===== config.mk =====
export PLATFORM = sky130hd
export DESIGN_NAME = bit_serial_adder_flat
export DESIGN_NICKNAME = d
export VERILOG_FILES = /design/src/rtl/bit_serial_adder_if.sv /design/src/rtl/bit_serial_adder.sv /design/src/flat_wrapper.sv
export SDC_FILE = /design/constraint.sdc
export NUM_CORES = 1
export LEC_CHECK = 0
export CORE_ASPECT_RATIO = 0.6
export CORE_MARGIN = 3
export CORE_UTILIZATION = 42
export CTS_CLUSTER_SIZE = 10
export DETAILED_ROUTE_END_ITERATION = 12
export PLACE_DENSITY = 0.71
export SYNTH_ARGS = -nofsm -noshare
export SYNTH_HDL_FRONTEND = slang
export SYNTH_SLANG_ARGS = --single-unit

===== constraint.sdc =====
create_clock -name clk -period 1.7 [get_ports clk]
set_input_delay 0.255 -clock clk [delete_from_list [all_inputs] [get_ports clk]]
set_output_delay 0.255 -clock clk [all_outputs]
set_load 0.05 [all_outputs]

===== src/rtl/bit_serial_adder_if.sv =====
// Handshake and operand/result bundle for bit_serial_adder.
//   start      : request to begin an addition (honoured only while idle)
//   A, B, Cin  : operands and carry-in, captured on the accepting edge
//   busy       : high while bit pairs are being processed
//   done       : one-cycle pulse when Sum/Cout carry a fresh result
//   Sum, Cout  : registered result and final carry-out
// master drives the request side; slave is the adder.
interface bit_serial_adder_if #(
  parameter int unsigned WIDTH = 8
);
  logic             start;
  logic [WIDTH-1:0] A;
  logic [WIDTH-1:0] B;
  logic             Cin;
  logic             busy;
  logic             done;
  logic [WIDTH-1:0] Sum;
  logic             Cout;

  modport master (
    output start, A, B, Cin,
    input  busy, done, Sum, Cout
  );

  modport slave (
    input  start, A, B, Cin,
    output busy, done, Sum, Cout
  );
endinterface


===== src/rtl/bit_serial_adder.sv =====
// Multi-cycle WIDTH-bit adder: one bit pair per clock, LSB first, through a
// full-adder slice built from two half adders and an OR. A carry flop links
// the steps and the sum bits collect in a right-shifting result register.
//   clk   : system clock, rising edge
//   rst_n : asynchronous active-low reset
//   bus   : slave side of bit_serial_adder_if (start/A/B/Cin in,
//           busy/done/Sum/Cout out)
// Sum/Cout change only when an addition completes; busy/done decode state.
module bit_serial_adder #(
  parameter int unsigned WIDTH = 8
) (
  input  logic               clk,
  input  logic               rst_n,
  bit_serial_adder_if.slave  bus
);

  localparam int unsigned CW = (WIDTH > 1) ? $clog2(WIDTH) : 1;
  localparam logic [CW-1:0] LAST = CW'(WIDTH - 1);

  typedef enum logic [1:0] {
    IDLE = 2'd0,
    RUN  = 2'd1,
    DONE = 2'd2
  } state_t;

  state_t           state;
  state_t           state_next;

  logic [WIDTH-1:0] a_sh;
  logic [WIDTH-1:0] b_sh;
  logic [WIDTH-1:0] res;
  logic [WIDTH-1:0] res_next;
  logic             carry;
  logic [CW-1:0]    cnt;
  logic [WIDTH-1:0] sum_q;
  logic             cout_q;

  // Full-adder slice: two half adders plus an OR for the carry.
  logic ha1_s;
  logic ha1_c;
  logic ha2_s;
  logic ha2_c;
  logic s_bit;
  logic c_bit;

  always_comb begin
    ha1_s = a_sh[0] ^ b_sh[0];
    ha1_c = a_sh[0] & b_sh[0];
    ha2_s = ha1_s ^ carry;
    ha2_c = ha1_s & carry;
    s_bit = ha2_s;
    c_bit = ha1_c | ha2_c;
  end

  // New sum bit enters at the MSB; written as shift-then-set so WIDTH=1
  // needs no special-case slice.
  always_comb begin
    res_next            = res >> 1;
    res_next[WIDTH-1]   = s_bit;
  end

  always_ff @(posedge clk or negedge rst_n) begin
    if (!rst_n) begin
      state <= IDLE;
    end else begin
      state <= state_next;
    end
  end

  always_comb begin
    state_next = state;
    unique case (state)
      IDLE:    if (bus.start) state_next = RUN;
      RUN:     if (cnt == LAST) state_next = DONE;
      DONE:    state_next = IDLE;
      default: state_next = IDLE;
    endcase
  end

  always_ff @(posedge clk or negedge rst_n) begin
    if (!rst_n) begin
      a_sh   <= '0;
      b_sh   <= '0;
      res    <= '0;
      carry  <= 1'b0;
      cnt    <= '0;
      sum_q  <= '0;
      cout_q <= 1'b0;
    end else begin
      unique case (state)
        IDLE: begin
          if (bus.start) begin
            a_sh  <= bus.A;
            b_sh  <= bus.B;
            carry <= bus.Cin;
            cnt   <= '0;
          end
        end
        RUN: begin
          a_sh  <= a_sh >> 1;
          b_sh  <= b_sh >> 1;
          res   <= res_next;
          carry <= c_bit;
          cnt   <= cnt + CW'(1);
          if (cnt == LAST) begin
            sum_q  <= res_next;
            cout_q <= c_bit;
          end
        end
        default: ;
      endcase
    end
  end

  assign bus.busy = (state == RUN);
  assign bus.done = (state == DONE);
  assign bus.Sum  = sum_q;
  assign bus.Cout = cout_q;

endmodule


===== src/flat_wrapper.sv =====
// flat-port wrapper written by rule: the top's interface ports become plain ports
module bit_serial_adder_flat 
#(
  parameter int unsigned WIDTH = 8
)
  (clk, rst_n, bus_start, bus_A, bus_B, bus_Cin, bus_busy, bus_done, bus_Sum, bus_Cout);
  bit_serial_adder_if #(.WIDTH(WIDTH)) bus_i ();
  input  logic clk;
  input  logic rst_n;
  input wire logic [$bits(bus_i.start)-1:0] bus_start;
  input wire logic [$bits(bus_i.A)-1:0] bus_A;
  input wire logic [$bits(bus_i.B)-1:0] bus_B;
  input wire logic [$bits(bus_i.Cin)-1:0] bus_Cin;
  output wire logic [$bits(bus_i.busy)-1:0] bus_busy;
  output wire logic [$bits(bus_i.done)-1:0] bus_done;
  output wire logic [$bits(bus_i.Sum)-1:0] bus_Sum;
  output wire logic [$bits(bus_i.Cout)-1:0] bus_Cout;
  assign bus_i.start = bus_start;
  assign bus_i.A = bus_A;
  assign bus_i.B = bus_B;
  assign bus_i.Cin = bus_Cin;
  assign bus_busy = bus_i.busy;
  assign bus_done = bus_i.done;
  assign bus_Sum = bus_i.Sum;
  assign bus_Cout = bus_i.Cout;
  bit_serial_adder #(.WIDTH(WIDTH)) u_core (.clk(clk), .rst_n(rst_n), .bus(bus_i));
endmodule

Yosys cells after proc, flatten, opt, wreduce, memory -nomap -nowiden
Cells that the tools add are included.

$add $sub $neg: 1. Equality and inequality tests: 5. Multiplexer cells: 11. Bitwise operators: 5. Reduce and logical (&&, ||, !) cells: 5.

Operators with widths (number): case mux 8 bit (2 select lines) (2); 2-to-1 mux 8 bit (2); case mux 3 bit (2 select lines) (1); AND reduction 2 bit (3); 2-to-1 mux 2 bit (2); case mux 2 bit (2 select lines) (1); adder 3 x 1 -> 3 bit, second input constant (1); == test 3 bit, second input constant (1); 2-to-1 mux 3 bit (1); AND 1 bit (2); == test 2 x 1 -> 1 bit, second input constant (1); == test 2 bit, second input constant (1); zero test 2 bit (1); != test 2 x 1 -> 1 bit, second input constant (1); != test 2 bit, second input constant (1); case mux 1 bit (2 select lines) (1); nonzero test 2 bit (1); XOR 1 bit (2); 2-to-1 mux 1 bit (1); OR 1 bit (1).

Flip-flop bits (word level): 39. Input port bits: 20. Output and inout bits: 11. Logic and storage cells: 35.

Longest topological paths before layout
Gate-level depths: netlist of run 1.

Word-level depth: 4. Depth in mapped cells: 7. Gate-level depth less buffers: 4.

Least setup slack after synthesis of run 1
OpenSTA, ideal clock, no wires.

Kind: reg2out. Start point: register u_core.state[1]. End point: output port bus_done. Arrival time: 1.435 ns. Required time: 1.445 ns. Path slack: 0.010 ns. Stages on the path, launching flop included: 4. Buffers on the path: 1. Cell sequence: dfrtp_1 > clkinv_1 > buf_2 > nor2_1.

Longest elaborated chain between the ends: 1.

Ends and longest elaborated chain: from (decl) (RTL line bit_serial_adder.sv:26) `state_t state;`; from (signal assigned) (RTL line bit_serial_adder.sv:66) `state <= state_next;`; == test 2 bit (RTL line bit_serial_adder.sv:116) `assign bus.done = (state == DONE);`; to (decl) (RTL line flat_wrapper.sv:15) `output wire logic [$bits(bus_i.done)-1:0] bus_done;`.

No other way between the ends.

Worst setup path in the final report of run 1
Same ends and word-level chain as after synthesis.

==> results.toml, run 1 <==
[status]
status = "completed"

[die]
dieArea_mm2 = 0.00489
die_h_um = 55.4
die_w_um = 88.3
start_util_pct = 45.1
core_area_mm2 = 0.00379
fp-row-count = 17
pin_count = 31

[route]
wl_per_cell_um = 15.6
vias = 1242
drt_wl_total_mm = 3.56
drtPass1Iterations = 4
viasPerCell = 5.45
drc = 0
ant_nets = 0
drt_iter0_drc = 75

[synth]
muxShareOfSynthArea_pct = 7.92
synth-compound-area-share_pct = 17.7
synth_fa_ha_area_share_pct = 2.64
synth-simple-area-share_pct = 9.90
syn_nets = 173
yosys.cell_types.count = 25
synth_top_family_by_area = "compound AO/OA/AOI/OAI gates"
seq_area_frac_synth_pct = 55.7
synthXorXnorAreaFrac_pct = 0
yosysWarnings = 0
syn_inst = 150
syn_area_per_cell_um2 = 11.4
netlist_area_mm2 = 0.00171
ys_ff_latch = 38

[timing]
min_period_ps = 1540
tightest_slew_ps = 518
rsz0062_at_grt = "no"
fin_crit_sh_pct = 90.7
slew_violations = 0
clock.fmax_ghz = 0.649
setup_viol = 0
relSlewSlack_pct = 65.4
setup_tns_ps = 0
hold_viol = 0
skew_ps = 3.85

[job]
maxCapViolations = 0

[finish]
stdcell_count = 228
area_growth_syn_to_layout_pct = 22.4
diodes = 0
finalNetCount = 204
final_cell_mix = "dfrtp_1, o22ai_1, nand2_1"
layout-drive-gt1-share_pct = 18.2
final_common_cell = "dfrtp_1"

[cts]
cts_buffer_depth = 2
cts_buffers = 5
cts_tree = "built"
root_buffer = "clkbuf_8"
worstSkewPairLatency_ps = 290
clkSlewWorstSetupHoldPaths_ps = 70
cts_resized = 0
cts.sinks = 38
postCtsSetupRepairBufs = 0
hold_buffers = 0
cts_htree_levels = 2

[setup_path]
path_cells = "clkinv_1 > nor2_1 > buf_12"
arrival_ps = 1290
worstReg2RegEnd = "u_core.bus.Sum[2]"
crit_path_top_delay_cell = "dfrtp_1"
worstSetupPathType = "flop to output port"
worst-path-buf-inv = 2
cp_max_fo = 8
slowest_delay_ps = 490
r2r_start = "u_core.cnt[0]"
worstPathRequired_ps = 1440
reg2reg_depth = 4
endpoint_kind = "output port"
r2r_slack_ps = 250
cpLargestDelayFamily = "flip-flops"
worst_setup_path_start_kind = "flop"

[power_and_ir_drop]
seq_power_share_pct = 40.8
comb_power_share_pct = 45.2
sw_frac_of_total_pct = 41.3
power.net_switching_mw = 1.68
power_leakage_nw = 0.958
p_per_area_mw_per_mm2 = 1950
power.share.clock_pct = 14.1
p_int_mw = 2.39
vdd.ir_drop.worst_uv = 553

[global_route]
grt_pass1_wl_mm = 6.09
antenna_found_initial = 0
grt_pass1_vias = 1329
grt_usage_pct = 16.0
gr-total-overflow = 0
grt_max_degree = 39

[place]
gp_congestion = 0.783
dp_hpwl_mm = 2.42
port_buffers = 30
place_inst = 221

[hold_path]
hp-class = "primary input to asynchronous set/reset pin"
## worst max path at each step
stage                          startpoint             end  slack, ps  depth (start not counted)
after CTS                 u_core.state[1]        bus_done        150                          3
after global placement          bus_start  u_core.b_sh[2]        150                          4
after floorplan           u_core.state[1]        bus_done         10                          3
after global routing      u_core.state[1]        bus_done         70                          3
final                     u_core.state[1]        bus_done        160                          3
after detailed placement        bus_start  u_core.b_sh[6]        100                          4
## Yosys cell counts
master | count | area [µm²]
a21oi_1 | 16 | 80.1
a22o_1 | 2 | 17.5
and2b_1 | 1 | 7.51
buf_2 | 2 | 10.0
buf_4 | 3 | 22.5
buf_6 | 1 | 11.3
buf_8 | 2 | 30.0
clkbuf_1 | 2 | 7.51
clkinv_1 | 1 | 3.75
dfrtp_1 | 38 | 951
fa_1 | 1 | 20.0
ha_1 | 2 | 25.0
inv_1 | 2 | 7.51
inv_8 | 1 | 11.3
mux2_4 | 9 | 135
nand2_1 | 24 | 90.1
nand2_8 | 1 | 20.0
nand2b_1 | 1 | 6.26
nand2b_4 | 1 | 13.8
nor2_1 | 3 | 11.3
nor3_1 | 1 | 5.00
nor4b_1 | 1 | 8.76
o21ai_0 | 6 | 30.0
o22ai_1 | 28 | 175
or2_2 | 1 | 6.26
## registers in the layout, indices dropped and copies added (netlist names)
name / cells
u_core.cnt: 3
u_core.state: 2
u_core.res: 7
u_core.bus.Sum: 8
u_core.a_sh: 8
u_core.bus.Cout: 1
u_core.carry: 1
u_core.b_sh: 8
## cell families (layout without fill, tap and decap cells)
kind of cell / after synthesis / in the layout
AO/OA/AOI/OAI: 52 / 52
adder cells (fa/ha/maj): 3 / 3
buffers and inverters: 14 / 45
flip-flops: 38 / 38
multiplexers: 9 / 9
AND/OR/NAND/NOR: 34 / 34
## layer usage
| metal | vias to the layer above | share of wire [%] | global-route usage [%] |
|---|---|---|---|
| li1 | 602 | - | - |
| met1 | 604 | 48 | 21.3 |
| met2 | 31 | 46 | 24.4 |
| met3 | 5 | 4.6 | 3.58 |
| met4 | 0 | 1.8 | 7.76 |
| met5 | - | 0 | 0 |
## power groups by stage
stage | logic, mW | clock network, mW | registers (mW)
floorplan | 1.14 | 0 | 1.91
global placement | 1.78 | 0 | 1.64
detailed placement | 1.84 | 0 | 1.67
CTS | 1.86 | 0.594 | 1.65
global route | 2.01 | 0.633 | 1.72
finish | 1.84 | 0.572 | 1.66
## final cells by class
class,instances,area (µm²)
Fill cell,329,1700
Clock buffer,7,76.3
Inverter,4,22.5
Sequential cell,38,951
Multi-Input combinational cell,98,652
Timing Repair Buffer,34,328
Tap cell,47,58.8
## metrics by stage
step / setup WS [ps] / power (mW) / utilization (%) / instance area [µm²] / hold WS (ps)
2_1_floorplan: 10.4 / 3.05 / - / 1710 / -40.6
3_5_place_dp: 104 / 3.51 / 53.1 / 2010 / 468
3_3_place_gp: 154 / 3.42 / 53.1 / 2010 / 464
6_report: 159 / 4.07 / 55.2 / 2090 / 402
4_1_cts: 153 / 4.10 / 55.2 / 2090 / 420
5_1_grt: 73.2 / 4.36 / 55.2 / 2090 / 436
No activity file was read; power rests on OpenSTA's default activity.
==> run 2, diff against run 1 <==
- RECOVER_POWER: not set -> 50
==> run 2 against run 1 <==
Utilization fell by 0.56 points. Non-clock buffer count unchanged. Clock power hardly changed. First-iteration DRC count down 4.0%. Power down 1.3%. Design area down 1.0%. Die area stayed put. Combinational power decreased by 3%. Sequential power about the same. Highest routed layer unchanged.
==> results.toml, run 2 (synthesized netlist as in run 1, its figures left out) <==
[place]
gp_congestion = 0.783
port_buffers = 30
dp_hpwl_mm = 2.42

[job]
maxCapViolations = 0

[route]
vias = 1244
drtPass1Iterations = 4
drt_wl_total_mm = 3.55
drc = 0
ant_nets = 0
drt_iter0_drc = 72
wl_per_cell_um = 15.6
viasPerCell = 5.46

[power_and_ir_drop]
sw_frac_of_total_pct = 41.8
p_total_mw = 4.01
p_per_area_mw_per_mm2 = 1940
p_int_mw = 2.34
power_leakage_nw = 0.939
power.net_switching_mw = 1.68
vdd.ir_drop.worst_uv = 553
power.share.clock_pct = 14.3
seq_power_share_pct = 41.2
comb_power_share_pct = 44.5

[die]
fp-row-count = 17
start_util_pct = 45.1
dieArea_mm2 = 0.00489
pin_count = 31
die_w_um = 88.3
die_h_um = 55.4
core_area_mm2 = 0.00379

[timing]
min_period_ps = 1540
skew_ps = 4.20
slew_violations = 0
setup_tns_ps = 0
tightest_slew_ps = 923
hold_viol = 0
setup_viol = 0
clock.fmax_ghz = 0.649
relSlewSlack_pct = 38.4
rsz0062_at_grt = "no"
fin_crit_sh_pct = 90.7

[finish]
final_common_cell = "dfrtp_1"
area_growth_syn_to_layout_pct = 21.1
layout-drive-gt1-share_pct = 15.5
final_cell_mix = "dfrtp_1, o22ai_1, nand2_1"
finalNetCount = 204
diodes = 0

[cts]
cts_tree = "built"
clkSlewWorstSetupHoldPaths_ps = 60
root_buffer = "clkbuf_8"
hold_buffers = 0
postCtsSetupRepairBufs = 0
worstSkewPairLatency_ps = 290
cts.sinks = 38
cts_htree_levels = 2
cts_buffer_depth = 2
cts_resized = 0
cts_buffers = 5

[setup_path]
crit_path_top_delay_cell = "dfrtp_1"
endpoint_kind = "output port"
r2r_slack_ps = 250
slowest_delay_ps = 490
cp_max_fo = 8
arrival_ps = 1290
worstSetupPathType = "flop to output port"
path_cells = "clkinv_1 > nor2_1 > buf_12"
worst_setup_path_start_kind = "flop"
worstPathRequired_ps = 1440

[global_route]
grt_usage_pct = 16.0
grt_max_degree = 39
grt_pass1_vias = 1329
antenna_found_initial = 0
grt_pass1_wl_mm = 6.09
gr-total-overflow = 0

[hold_path]
hp-class = "flop to flop"

[status]
status = "completed"
run 2: final timing paths:
kind,startpoint,end,depth (start not counted)
setup reg to reg,u_core.cnt[0],u_core.bus.Sum[2],4
setup / recovery,u_core.state[1],bus_done,3
min in group asynchronous,rst_n,u_core.bus.Sum[7],2
hold / removal,u_core.res[1],u_core.res[1],2
hold reg to reg,u_core.res[1],u_core.res[1],2
max in group asynchronous,rst_n,u_core.a_sh[7],2
run 2: power groups by stage:
stage	clock network, mW	logic [mW]	registers (mW)
6_report	0.573	1.79	1.65
3_3_place_gp	0	1.78	1.64
3_5_place_dp	0	1.84	1.67
4_1_cts	0.594	1.86	1.65
2_1_floorplan	0	1.14	1.91
5_1_grt	0.633	1.96	1.72
run 2: layout make-up:
type | instances | area [µm²]
fill | 336 | 1720
sequential | 38 | 951
multi-input combinational | 98 | 652
timing repair buffer | 34 | 307
clock buffer | 7 | 76.3
tap | 47 | 58.8
inverter | 4 | 22.5
run 2: critical path, delay by kind of cell (launching register included):
kind / cells / cell delay [ps]
buffers and inverters: 2 / 300
and+or+nand+nor: 1 / 200
DFF: 1 / 490
run 2: routing by layer:
layer	global-route usage (%)	up-vias	wire [µm]	share of wire (%)
li1	-	602	-	-
met1	21.3	608	1680	47
met2	24.4	29	1650	46
met3	3.58	5	159	4.5
met4	7.76	0	63	1.8
met5	0	-	0	0
run 2: through the flow:
step                      setup slack [ps]  cells  hold WS (ps)  utilization [%]  cell area [µm²]
after floorplan                       10.4    150         -40.6                -             1710
after global placement                 154    221           464             53.1             2010
after detailed placement               104    221           468             53.1             2010
after CTS                              153    228           420             55.2             2090
after global routing                  73.2    228           517             54.6             2070
final                                  158    228           481             54.6             2070
